`config.mk`:
```
export PLATFORM = sky130hd
export DESIGN_NAME = div_result_bcd
export DESIGN_NICKNAME = d
export VERILOG_FILES = /design/src/rtl/div_result_bcd.sv
export SDC_FILE = /design/constraint.sdc
export NUM_CORES = 1
export LEC_CHECK = 0
export CAP_MARGIN = 20
export CORE_ASPECT_RATIO = 0.6
export CORE_MARGIN = 2
export CORE_UTILIZATION = 55
export CTS_CLUSTER_SIZE = 14
export DETAILED_ROUTE_END_ITERATION = 16
export PLACE_DENSITY = 0.8
export SYNTH_ARGS = -nofsm -noshare
export SYNTH_HDL_FRONTEND = slang
export SYNTH_SLANG_ARGS = --single-unit
```
`constraint.sdc`:
```
create_clock -name clk -period 4.4 [get_ports clk]
set_clock_uncertainty 0.15 [all_clocks]
set_input_delay 0.66 -clock clk [delete_from_list [all_inputs] [get_ports clk]]
set_output_delay 0.66 -clock clk [all_outputs]
set_load 0.01 [all_outputs]
```
`src/rtl/div_result_bcd.sv`:
```
// ---------------------------------------------------------------------------
// div_result_bcd
//   Converts the unsigned quotient and remainder of a binary divider into
//   packed BCD. Both values go through shift-add-3 (double dabble) side by
//   side, so a conversion takes exactly SIZE cycles. A divider error skips
//   the conversion and publishes an all-zero result with err_out set on the
//   next cycle.
//
// Handshake: done is a one-cycle pulse. It is accepted only when the block
//   is idle (busy=0). A done that arrives while busy=1 is dropped and
//   reported by a one-cycle overrun pulse. valid stays high, and the result
//   outputs stay stable, until the next accepted done.
//
// Ports
//   clk        rising-edge clock
//   reset      asynchronous active-low reset
//   done       divider result-ready pulse
//   error      divider error flag (qualified by done)
//   quotient   SIZE-bit unsigned quotient (qualified by done)
//   remainder  SIZE-bit unsigned remainder (qualified by done)
//   busy       conversion in progress
//   valid      q_bcd / r_bcd / err_out hold a completed result
//   err_out    captured divider error of the current result
//   overrun    one-cycle pulse when a done is dropped
//   q_bcd      packed BCD of quotient, most significant digit on top
//   r_bcd      packed BCD of remainder, same packing
// ---------------------------------------------------------------------------
module div_result_bcd #(
    parameter int SIZE   = 32,
    parameter int DIGITS = 10
) (
    input  logic                  clk,
    input  logic                  reset,
    input  logic                  done,
    input  logic                  error,
    input  logic [SIZE-1:0]       quotient,
    input  logic [SIZE-1:0]       remainder,
    output logic                  busy,
    output logic                  valid,
    output logic                  err_out,
    output logic                  overrun,
    output logic [4*DIGITS-1:0]   q_bcd,
    output logic [4*DIGITS-1:0]   r_bcd
);

    localparam int BW = 4 * DIGITS;
    localparam int CW = $clog2(SIZE + 1);

    // ERRHOLD is part of the state set but is never entered: an error
    // result is published directly from IDLE in a single cycle.
    typedef enum logic [1:0] {
        IDLE    = 2'd0,
        SHIFT   = 2'd1,
        ERRHOLD = 2'd2
    } state_t;

    state_t          state;
    state_t          state_next;

    logic [SIZE-1:0] q_bin;
    logic [SIZE-1:0] r_bin;
    logic [BW-1:0]   q_acc;
    logic [BW-1:0]   r_acc;
    logic [BW-1:0]   q_adj;
    logic [BW-1:0]   r_adj;
    logic [BW-1:0]   q_acc_next;
    logic [BW-1:0]   r_acc_next;
    logic [CW-1:0]   cnt;
    logic            accept;
    logic            accept_err;
    logic            last_shift;

    // Add 3 to every nibble that is 5 or more, so the following left shift
    // carries correctly into the next decimal digit.
    function automatic logic [BW-1:0] add3(input logic [BW-1:0] a);
        logic [BW-1:0] res;
        res = a;
        for (int i = 0; i < DIGITS; i++) begin
            if (a[4*i +: 4] >= 4'd5) begin
                res[4*i +: 4] = a[4*i +: 4] + 4'd3;
            end
        end
        return res;
    endfunction

    always_comb begin
        accept     = (state == IDLE) && done && !error;
        accept_err = (state == IDLE) && done && error;
        // cnt counts completed shifts, so this edge performs shift SIZE.
        last_shift = (state == SHIFT) && (cnt == CW'(SIZE - 1));
        q_adj      = add3(q_acc);
        r_adj      = add3(r_acc);
        q_acc_next = {q_adj[BW-2:0], q_bin[SIZE-1]};
        r_acc_next = {r_adj[BW-2:0], r_bin[SIZE-1]};
    end

    always_comb begin
        state_next = state;
        case (state)
            IDLE:    if (accept) state_next = SHIFT;
            SHIFT:   if (last_shift) state_next = IDLE;
            default: state_next = IDLE;
        endcase
    end

    always_ff @(posedge clk or negedge reset) begin
        if (!reset) begin
            state <= IDLE;
        end else begin
            state <= state_next;
        end
    end

    always_ff @(posedge clk or negedge reset) begin
        if (!reset) begin
            q_bin   <= '0;
            r_bin   <= '0;
            q_acc   <= '0;
            r_acc   <= '0;
            cnt     <= '0;
            busy    <= 1'b0;
            valid   <= 1'b0;
            err_out <= 1'b0;
            overrun <= 1'b0;
            q_bcd   <= '0;
            r_bcd   <= '0;
        end else begin
            // Any done seen mid-conversion (including the final shift edge)
            // is dropped and flagged.
            overrun <= (state == SHIFT) && done;
            if (accept) begin
                q_bin <= quotient;
                r_bin <= remainder;
                q_acc <= '0;
                r_acc <= '0;
                cnt   <= '0;
                busy  <= 1'b1;
                valid <= 1'b0;
            end else if (accept_err) begin
                valid   <= 1'b1;
                err_out <= 1'b1;
                q_bcd   <= '0;
                r_bcd   <= '0;
                busy    <= 1'b0;
            end else if (state == SHIFT) begin
                q_bin <= q_bin << 1;
                r_bin <= r_bin << 1;
                q_acc <= q_acc_next;
                r_acc <= r_acc_next;
                cnt   <= cnt + CW'(1);
                if (last_shift) begin
                    q_bcd   <= q_acc_next;
                    r_bcd   <= r_acc_next;
                    valid   <= 1'b1;
                    err_out <= 1'b0;
                    busy    <= 1'b0;
                end
            end
        end
    end

endmodule

```
== Yosys cells after proc, flatten, opt, wreduce, memory -nomap -nowiden ==
Index checks and enable logic that the tools add are counted.
W data, S select, Z words.
Operators by class
  $add $sub $neg: 21
  order comparisons: 20
  eq/ne operators: 5
  mux-type cells: 53
  bitwise gates (word level): 1
  reductions and logical operators: 16
Operators with widths (number)
  $mux W40: 12
  $mux W32: 6
  $ge A4 B3 Y1 const B: 20
  $add A4 B2 Y4 const B: 18
  $mux W4: 18
  $mux W6: 3
  $mux W1: 9
  $add A3 B2 Y3 const B: 2
  $add A6 B1 Y6 const B: 1
  $eq A6 B5 Y1 const B: 1
  $mux W3: 2
  $ne A2 B2 Y1 const B: 3
  $reduce_and A2 Y1: 3
  $reduce_bool A2 Y1: 3
  $reduce_bool A3 Y1: 2
  $logic_and A1 B1 Y1: 5
  $mux W2: 2
  $pmux W2 S2: 1
  $reduce_and A3 Y1: 1
  $eq A2 B1 Y1 const B: 1
  $logic_not A2 Y1: 1
  $logic_not A1 Y1: 1
  $not A1 Y1: 1
Storage, ports and cells
  register bits after elaboration: 236
  input port bits: 68
  output and inout port bits: 84
  word-level logic and storage cells: 128

== Longest topological paths before layout ==
Gate-level depths: netlist of run 1.
  depth after elaboration: 6
  depth in mapped cells: 8
  mapped depth without buffers: 6

== Worst setup path before layout of run 1 ==
Ideal clock, no wire load.
  path type: register to register
  start point: reg cnt[0]
  end point: reg q_bcd[22]
  library setup time: 0.123 ns
  arrival: 1.590 ns
  path slack: 2.536 ns
  stages on the path, launching flop included: 9
  path buffers: 3
  clock period less this slack: 1.864 ns
  path through: dfrtp_1 -> ha_1 -> nand4_2 -> or3b_1 -> buf_6 -> buf_6 -> buf_6 -> nand3_2 -> o31ai_2
On the way
  longest elaborated chain between the ends: 4
RTL lines
  start: declaration: RTL line 68  | logic [CW-1:0] cnt;
  start signal: assignment: RTL line 150  | cnt <= cnt + CW'(1);
  $eq A6 B5 Y1: RTL line 90  | last_shift = (state == SHIFT) && (cnt == CW'(SIZE - 1));
  $logic_and A1 B1 Y1: RTL line 90
  $reduce_bool A2 Y1 (no source line)
  $reduce_and A3 Y1 (no source line)
  end signal: assignment: RTL line 152  | q_bcd <= q_acc_next;
  end: declaration: RTL line 42  | output logic [4*DIGITS-1:0] q_bcd,
Every way passes these cells.
A chain may end at the register's enable or synchronous reset.

== Final worst setup path of run 1 ==
  start point: reg state[0]
  end point: reg q_bcd[11]
On the way
  longest elaborated chain between the ends: 5
  elaborated cells on any way between the ends: 11
  classes of those cells: eq/ne (1); mux (1); bitwise (1); reduce/logical (8)
RTL lines
  start: declaration: RTL line 57  | state_t state;
  start signal: assignment: RTL line 110  | state <= state_next;
  $logic_not A2 Y1: RTL line 87, 88
  $logic_and A1 B1 Y1: RTL line 87, 88
  $logic_and A1 B1 Y1, on equally long branches: RTL line 88, 87
  $reduce_bool A2 Y1 (no source line) / $not A1 Y1 (equally long branches)
  $reduce_and A3 Y1 (no source line)
Parallel ways exist; a longest one is shown, timed or not.

==> impl_results.md, run 1 <==
* Status: finished, final reports clean
* Slew Limit Fails at 0
* CTS Buf Count at 23
* Combinational share of power at between 40% and 50%
* Final wirelength at 25.9 mm
* Vias in the first global route at about 8400
* Max-cap violations at 0
* CP startpoint kind: flip-flop
* Worst Tran Pin Value at between 0.9 and 1 ns
* WP data required at between 4 and 5 ns
* DPL Wire Length at roughly 16 mm
* Sequential cell area at around 5900 sq um
* TritonCTS clock tree: built
* CP Data Arrival Time at ~3 ns
* Reg power frac at between 30% and 40%
* Crit. End Element: flip-flop
* Worst-path clk slew at ~0.070 ns
* # H-tree levels at 1
* Pwr Total at a little over 10000 uW
* Fill count at about 1500
* Final Cycle Share at around 62%
* Top cells by area, synth: dfrtp_1, nand2_1, a22oi_1
* DIE WIDTH at 189 um
* Clk sink count at 235
* DRC viols at 0
* Layout cells sized above 1 at between 10% and 20%
* Post-synth ARST share at 100%
* Cells after Synth at ~1100
* Starting Density at a little under three fifths
* Clock Path Buffers at 3
* Full die area at 21700 sq um
* Switching share of power at a little under two fifths
* Ports at roughly 150
* Clock Power Share at a little over a fifth
* Synth Net Count at around 1200
* Worst setup margin at ~1.7 ns
* Synthesis Warnings at 0
* Routed len/inst at approximately 17 um
* Final hold viol count at 0
* Via count at approximately 8600
* Post-synth EDFFs at 0
* FF+latch count, synth at roughly 240
* Top-area cell type share of the netlist area at between 50% and 60%
* RSZ-0062 raised after global routing: no
* Final #Nets at around 1400
* Number of setup buffers added after CTS at 0
* Vias per inst at 5.64
* Max Freq at about 370 MHz
* Endpoints failing setup at 0
* Hold buffer count at CTS at 0
* Antenna-violating nets left at 0
* Max VDD drop at 0.320 mV
* Class of the worst hold path: input port to asynchronous set/reset pin
* Chip height at around 110 um
* Smallest hold slack at 0.0708 ns
* DR iter-0 viols at roughly 660
* Crit path time final at roughly 2.7 ns
* Setup TNS at 0 ns
* Commonest non-fill, non-tap cell in the layout: dfrtp_1
* Power per cell area at between 700 and 800 nW/um^2
* Ant diodes at 0
* Top FF cell, synth: dfrtp_1
* Core area at between 20000 and 25000 sq um
* Worst skew pair latency at between 0.5 and 0.6 ns
* Most frequent cells in the layout: dfrtp_1, nand2_1, clkdlybuf4s50_1
* Placement Setup Slack at ~1.6 ns
* Num rows at 40
* Initial antenna violation count at 1
* Seq/Total Area, Yosys at a little over half
* Mapped cell area at about 11000 sq um
* RePlAce Congestion at ~0.86
* Worst-path maximum fanout at between 80 and 90
* Syn avg cell area at about 10 sq um
* Post-synth top area cell: dfrtp_1
* P_leak at 0.00638 uW
* Netlist cell types at 39
* Post-CTS Resized at 0
* GR Util All Layers at between 20% and 30%
* Max-slew headroom at between 30% and 40%
* Global-route wire length before repair at 43.3 mm
* Number of I/O port buffers at about 150
* Cell internal pwr at 6420 uW
* Root buf cell: clkbuf_16
* Footprint of the multi-input gates at between 4000 and 5000 sq um
* Net Switching at about 3800 uW
* Area grow syn2layout at 22.4%
* Largest net degree at the start of global routing at 121
* Total grt overflow at 0
* Register-to-Register Path Depth at 6
* Critical setup path kind: flip-flop to flip-flop
* First-pass DRT Iterations at 6
[path summary, 6_finish.rpt]
path | from | end | slack (ns)
worst max-delay path | state[0] | q_bcd[11] | 1.66
worst min-delay path | reset | r_bcd[33] | 0.07
worst max register to register | state[0] | q_bcd[11] | 1.66
worst min register to register | q_bin[4] | q_bin[4] | 0.33
max in group asynchronous | reset | r_bcd[16] | 3.08
min in group clk | q_bin[4] | q_bin[4] | 0.33
[cells in the mapped netlist, types with 14 or more instances]
master / number
a21o_1: 19
and2_1: 19
o31ai_1: 22
buf_2: 30
dfrtp_1: 235
nor3b_1: 14
xnor2_1: 20
inv_1: 42
a22oi_1: 80
ha_1: 41
clkbuf_1: 21
a21oi_1: 63
nor2b_1: 20
nand3_2: 18
o21ai_0: 86
or3b_2: 18
o31ai_2: 18
nand2_1: 210
nand2b_1: 28
a22o_1: 17
nand3_1: 23
nor2_1: 23
[stage by stage]
stage | cell area (sq um) | util (%) | std cells
2_1_floorplan | 11200 | - | 1115
3_3_place_gp | 12900 | 64.6 | 1488
4_1_cts | 13700 | 68.7 | 1527
3_5_place_dp | 12900 | 64.6 | 1488
5_1_grt | 13800 | 68.8 | 1528
6_report | 13800 | 68.8 | 1528
[power by group through the flow]
stage | Sequential (uW) | Combinational [uW] | Clock [uW]
final | 3810 | 4250 | 2140
after global routing | 3940 | 4770 | 2270
after CTS | 3800 | 4270 | 2170
after detailed placement | 3810 | 4230 | 0
after global placement | 3790 | 4070 | 0
after floorplan | 3760 | 2770 | 0
[per-layer routing]
| metal | wire (um) | part of all wire [%] | global-route usage, % |
|---|---|---|---|
| met5 | 0 | 0 | 0 |
| met4 | 497 | 1.9 | 5.52 |
| met3 | 1770 | 6.8 | 5.77 |
| met2 | 11200 | 43 | 36.1 |
| met1 | 12400 | 48 | 36.9 |
[cell families after synthesis]
logic type | synth area share, %
XOR/XNOR | 1.64
AND/OR/NAND/NOR | 16.9
flip-flops | 52.3
buffers and inverters | 4.47
multiplexers | 0.189
AO/OA/AOI/OAI | 19.9
adder cells (fa/ha/maj) | 4.56
[cell type report]
type,count,area share [%]
clock inverter,9,1.25
sequential,235,42.7
tap,273,2.48
inverter,42,1.14
multi-input combinational,772,35.6
clock buffer,30,4.66
timing repair buffer,167,12.1
[critical path, cell delays in order, from the launching register on]
cell     delay (ns)
dfrtp_4        0.52
buf_4          0.69
inv_2          0.22
buf_4          0.38
a21oi_1        0.35
a22oi_1        0.11
nor2_1         0.11
[sequential cells by signal, summed over array words and instances (netlist names)]
name / count
r_bin: 32
cnt: 6
state: 1
q_bcd: 40
busy: 1
q_bin: 32
valid: 1
q_acc: 40
r_acc: 40
err_out: 1
r_bcd: 40
overrun: 1
Note: power is estimated with default switching activity, not from simulation.
==> run 2, diff against run 1 <==
==> constraint.sdc (replaced) <==
create_clock -name clk -period 2.85 [get_ports clk]
set_clock_uncertainty 0.15 [all_clocks]
set_input_delay 0.4275 -clock clk [delete_from_list [all_inputs] [get_ports clk]]
set_output_delay 0.4275 -clock clk [all_outputs]
set_load 0.01 [all_outputs]
==> run 2 against run 1 <==
- register-to-register slack worse by 1.2 ns
- non-clock buffer count grew 8
- first-iteration DRC count is 7.4% lower
- highest routed layer unchanged
- critical path type unchanged
- wire length rose by 0.41%
- design area increased by 0.39%
- via count rose by 0.62%
- largest power group unchanged
- flip-flop and latch count stayed put
- die area unchanged
==> impl_results.md, run 2 (same netlist as run 1, synthesis figures left out) <==
* Largest net degree at the start of global routing at 72 (-40%)
* Ant diodes at 0 (unchanged)
* Commonest non-fill, non-tap cell in the layout: dfrtp_1
* Starting Density at 56.2% (unchanged)
* RR Startpoint: cnt[0]
* Antenna-violating nets left at 0 (unchanged)
* CP cell instances: ha_1 -> nand4_2 -> or3b_4 -> buf_12 -> nand3_1 -> a21bo_1
* TritonCTS clock tree: built
* Power per cell area at 1130 nW/um^2 (+52%)
* Routed len/inst at 16.9 um (-0.17%)
* R2r setup slk at 0.51 ns (-1.15 ns)
* CP startpoint kind: flip-flop
* DPL Wire Length at 17.3 mm (+4.7%)
* Number of I/O port buffers at 151 (unchanged)
* CP Data Arrival Time at 2.60 ns (-0.41 ns)
* Worst Path Buf+Inv at 1 (-2)
* Core area at 20000 sq um (unchanged)
* Most frequent cells in the layout: dfrtp_1, nand2_1, clkdlybuf4s50_1
* DRC viols at 0 (unchanged)
* Fill count at 1525 (+4.2%)
* Global-route wire length before repair at 43.1 mm (-0.26%)
* DR iter-0 viols at 615 (-7.4%)
* Worst Tran Pin Value at 0.734 ns (-0.190 ns)
* Setup TNS at 0 ns (unchanged)
* Vias per inst at 5.64 (about the same)
* Ports at 152 (unchanged)
* Class of the worst hold path: input port to asynchronous set/reset pin
* Full die area at 21700 sq um (unchanged)
* Footprint of the multi-input gates at 4900 sq um (unchanged)
* Smallest hold slack at 0.310 ns (+0.239 ns)
* Total grt overflow at 0 (unchanged)
* Worst path depth at 6 (unchanged)
* Root buf cell: clkbuf_16
* Final hold viol count at 0 (unchanged)
* Max VDD drop at 0.511 mV (+60%)
* Critical setup path kind: flip-flop to flip-flop
* Clk sink count at 235 (unchanged)
* Max-slew headroom at 51.1% (+13 points)
* Status: finished, final reports clean
* Crit path time final at 2.34 ns (-0.396 ns)
* Endpoints failing setup at 0 (unchanged)
* Slowest-stage cell, CP: or3b_4
* Chip height at 115 um (unchanged)
* DIE WIDTH at 189 um (unchanged)
* Slew Limit Fails at 0 (unchanged)
* Num rows at 40 (unchanged)
* Vias in the first global route at 8521 (+1.5%)
* Number of setup buffers added after CTS at 0 (unchanged)
* P_leak at 0.00642 uW (+0.52%)
* Final #Nets at 1358 (+0.59%)
* First-pass DRT Iterations at 6 (unchanged)
* Layout cells sized above 1 at 10.7% (+0.56 points)
* Setup crit end: q_bcd[33]
* Max-cap violations at 0 (unchanged)
* Critical path origin: cnt[0]
* Max Freq at 427 MHz (+17%)
* Worst skew pair latency at 0.52 ns (about the same)
* CTS Buf Count at 23 (unchanged)
* Area grow syn2layout at 22.9%
* RePlAce Congestion at 0.808 (-6.0%)
* Crit. End Element: flip-flop
* Register-to-Register Path Depth at 6 (unchanged)
* # H-tree levels at 1 (unchanged)
* Via count at 8669 (+0.62%)
* Clock Path Buffers at 3 (unchanged)
* R2R Path End: q_bcd[33]
* Slowest stage delay, CP at 0.67 ns (-0.02 ns)
* RSZ-0062 raised after global routing: no
* Worst-path clk slew at 0.06 ns (about the same)
* Final Cycle Share at 82.2% (+20 points)
* GR Util All Layers at 24.5% (+0.062 points)
* Final wirelength at 26.0 mm (+0.41%)
* Largest delay contributor family on the critical path: simple AND/OR/NAND/NOR gates
* WP data required at 3.11 ns (-1.57 ns)
* Worst-path maximum fanout at 44 (-47%)
* Initial antenna violation count at 0 (-1)
* Sequential cell area at 5880 sq um (unchanged)
run 2: cell types whose count changed in the layout (fill, tap and decap cells not counted), sizes merged:
cell and change:
clkinv +2, clkbuf +2, inv +1, buf +7, dlygate4sd3 +1, clkinvlp -1, bufinv -3
run 2: layout make-up:
type / count / share of cell area, %
Inverter: 42 / 1.14
Sequential cell: 235 / 42.6
Clock buffer: 32 / 4.84
Tap cell: 273 / 2.47
Multi-Input combinational cell: 772 / 35.5
Clock inverter: 8 / 0.679
Timing Repair Buffer: 175 / 12.8
run 2: stage by stage:
step / total power, uW / cell area, sq um / setup slack, ns / utilization, % / std cells
2_1_floorplan: 10100 / 11200 / 0.986 / - / 1115
3_3_place_gp: 12200 / 13100 / 0.587 / 65.2 / 1496
3_5_place_dp: 12500 / 13100 / 0.502 / 65.2 / 1496
4_1_cts: 15700 / 13800 / 0.508 / 69.1 / 1537
5_1_grt: 16800 / 13800 / 0.395 / 69.1 / 1537
6_report: 15600 / 13800 / 0.508 / 69.1 / 1537
run 2: repair_timing:
action / in CTS / in global routing
hold buffers: 1 / 0
hold endpoints to repair: 65 / 0
resized for setup: 0 / 0
run 2: layer usage:
| metal | up-vias | GRT usage [%] | wire [um] |
|---|---|---|---|
| met4 | 0 | 5.42 | 481 |
| li1 | 4142 | - | - |
| met3 | 44 | 5.71 | 1860 |
| met5 | - | 0 | 0 |
| met2 | 256 | 36.5 | 11200 |
| met1 | 4227 | 36.7 | 12500 |
run 2: worst min path at each step:
stage	end	slack (ns)
2_1_floorplan	busy	-0.02
6_report	r_acc[32]	0.31
4_1_cts	r_bin[0]	0.31
3_3_place_gp	err_out	0.29
5_1_grt	q_bin[0]	0.34
3_5_place_dp	r_bcd[34]	0.29
run 2: power by group:
group	internal, uW	total (uW)	switching, uW
sequential	4750	5860	1110
clock	1820	3110	1290
combinational	3180	6630	3450
==> run 3, diff against run 2 <==
--- a/config.mk
+++ b/config.mk
@@ -8,10 +8,10 @@
 export CAP_MARGIN = 20
 export CORE_ASPECT_RATIO = 0.6
 export CORE_MARGIN = 2
-export CORE_UTILIZATION = 55
+export CORE_UTILIZATION = 50
 export CTS_CLUSTER_SIZE = 14
 export DETAILED_ROUTE_END_ITERATION = 16
-export PLACE_DENSITY = 0.8
+export PLACE_DENSITY = 0.77
 export SYNTH_ARGS = -nofsm -noshare
 export SYNTH_HDL_FRONTEND = slang
 export SYNTH_SLANG_ARGS = --single-unit
==> constraint.sdc (replaced) <==
create_clock -name clk -period 2.1 [get_ports clk]
set_clock_uncertainty 0.15 [all_clocks]
set_input_delay 0.315 -clock clk [delete_from_list [all_inputs] [get_ports clk]]
set_output_delay 0.315 -clock clk [all_outputs]
set_load 0.01 [all_outputs]
==> run 3 against run 2 <==
- count of clock-buffer cells in the layout rose by 3
- via count down 0.85%
- design area is 1.3% higher
- power up 36%
- largest power group unchanged
- critical path depth is 1 higher
- die area grew 9.7%
- critical path type unchanged
- cell count up 1.4%
- wire length is 2.9% higher
==> impl_results.md, run 3 (same netlist as run 1, synthesis figures left out) <==
* Status: finished, final reports clean
* CP cell instances: ha_1 -> nand4_2 -> buf_4 -> nor3b_4 -> buf_12 -> o21ai_0 -> o21ba_2
* Final wirelength at 26.8 mm (+2.9%)
* RR Startpoint: cnt[0]
* Global-route wire length before repair at 44.1 mm (+2.2%)
* DIE WIDTH at 198 um (+4.8%)
* Placed Instances at 1516 (+1.3%)
* Worst skew pair latency at 0.50 ns (-0.02 ns)
* Worst setup margin at 0.106 ns (-0.402 ns)
* DP Area at 13200 sq um (+1.3%)
* Final Cycle Share at 95.0% (+13 points)
* P_leak at 0.00648 uW (+0.98%)
* Crit. End Element: flip-flop
* DR iter-0 viols at 695 (+13%)
* Max-slew headroom at 59.1% (+8.1 points)
* First-pass DRT Iterations at 5 (-1)
* Worst Tran Pin Value at 0.613 ns (-0.121 ns)
* Number of I/O port buffers at 151 (unchanged)
* Vias in the first global route at 8323 (-2.3%)
* Smallest hold slack at 0.139 ns (-0.171 ns)
* CP Data Arrival Time at 2.29 ns (-0.31 ns)
* Largest net degree at the start of global routing at 75 (+4.2%)
* R2r setup slk at 0.11 ns (-0.40 ns)
* Starting Density at 51.0% (-5.2 points)
* Final #Nets at 1365 (+0.52%)
* Max VDD drop at 0.660 mV (+29%)
* Worst-path clk slew at 0.06 ns (about the same)
* Via count at 8595 (-0.85%)
* Routed len/inst at 17.2 um (+1.5%)
* Placement Setup Slack at 0.0919 ns (-0.410 ns)
* Max Freq at 501 MHz (+17%)
* TritonCTS clock tree: built
* Critical setup path kind: flip-flop to flip-flop
* Ports at 152 (unchanged)
* Root buf cell: clkbuf_16
* Final Cell Area at 14000 sq um (+1.3%)
* Commonest non-fill, non-tap cell in the layout: dfrtp_1
* Total grt overflow at 0 (unchanged)
* RePlAce Congestion at 0.826 (+2.1%)
* Area grow syn2layout at 24.4%
* Num rows at 42 (+5.0%)
* Slowest stage delay, CP at 0.38 ns (-0.29 ns)
* Endpoints failing setup at 0 (unchanged)
* CTS Buf Count at 23 (unchanged)
* Full die area at 23800 sq um (+9.7%)
* Most frequent cells in the layout: dfrtp_1, nand2_1, clkdlybuf4s50_1
* Setup TNS at 0 ns (unchanged)
* Layout cells sized above 1 at 10.9% (+0.26 points)
* DRC viols at 0 (unchanged)
* Chip height at 120 um (+4.7%)
* Final hold viol count at 0 (unchanged)
* Worst-path maximum fanout at 31 (-30%)
* Initial antenna violation count at 1 (+1)
* Slowest-stage cell, CP: dfrtp_1
* Core area at 22100 sq um (+10%)
* Register-to-Register Path Depth at 7 (+1)
* Power per cell area at 1520 nW/um^2 (+34%)
* R2R Path End: q_bcd[36]
* WP data required at 2.39 ns (-0.72 ns)
* Setup crit end: q_bcd[36]
* Antenna-violating nets left at 0 (unchanged)
* DPL Wire Length at 17.9 mm (+3.9%)
* Slew Limit Fails at 0 (unchanged)
* Finished Layout Cells at 1558 (+1.4%)
* Critical path origin: cnt[0]
* Max-cap violations at 0 (unchanged)
* Class of the worst hold path: input port to asynchronous set/reset pin
* Clk sink count at 235 (unchanged)
* GR Util All Layers at 23.0% (-1.5 points)
* # H-tree levels at 1 (unchanged)
* Vias per inst at 5.52 (-2.2%)
* CP startpoint kind: flip-flop
* Crit path time final at 1.99 ns (-0.348 ns)
* Clock Path Buffers at 3 (unchanged)
[run 3: cell type report]
cell class | instances | area [sq um]
diodes | 1 | 2.50
clock buffers | 35 | 681
clock inverters | 5 | 75.1
fillers | 1817 | 8070
inverters | 42 | 158
multi-input cells | 772 | 4910
flip-flops and latches | 235 | 5880
well taps | 286 | 358
repair buffers | 182 | 1930
[run 3: routing by layer]
layer	part of all wire, %	vias to the layer above	wire length [um]	GRT usage, %
li1	-	4155	-	-
met4	1.8	0	482	4.61
met5	0	-	0	0
met2	44	211	11700	34.4
met1	49	4195	13100	35.0
met3	5.6	34	1490	4.49
[run 3: how the worst min path moves through the flow]
stage                      from        end  slack (ns)  cells past startpoint
final                     reset  r_bcd[35]        0.14                      2
after floorplan           reset       busy       -0.13                      0
after global routing      reset  r_acc[34]        0.16                      2
after global placement    reset    err_out        0.08                      1
after detailed placement  reset  r_bcd[35]        0.08                      1
after CTS                 reset  r_bcd[35]        0.14                      2
[run 3: where the power goes]
group	leakage, uW	internal [uW]	switching [uW]
combinational	0.00310	4390	4700
sequential	0.00301	6450	1510
clock	0.000374	2470	1710
[run 3: critical path, delay by kind of cell (launching register included)]
family          cells  cell delay, ns
compound gates      2            0.40
fa+ha+maj           1            0.22
buf+inv             2            0.40
flops               1            0.38
simple gates        2            0.37
[run 3: metrics by stage]
stage | total power (uW) | utilization (%)
3_5_place_dp | 17100 | 59.9
4_1_cts | 21400 | 63.4
6_report | 21200 | 63.4
3_3_place_gp | 16700 | 59.9
5_1_grt | 22900 | 63.4
2_1_floorplan | 13700 | -
[run 3: timing repair]
item                                    4_1_cts  5_1_grt
endpoints found under the setup margin        0       13
endpoints found under the hold margin       235        0
resized for setup                             0        2
hold buffers                                  1        0
setup buffers                                 0        0
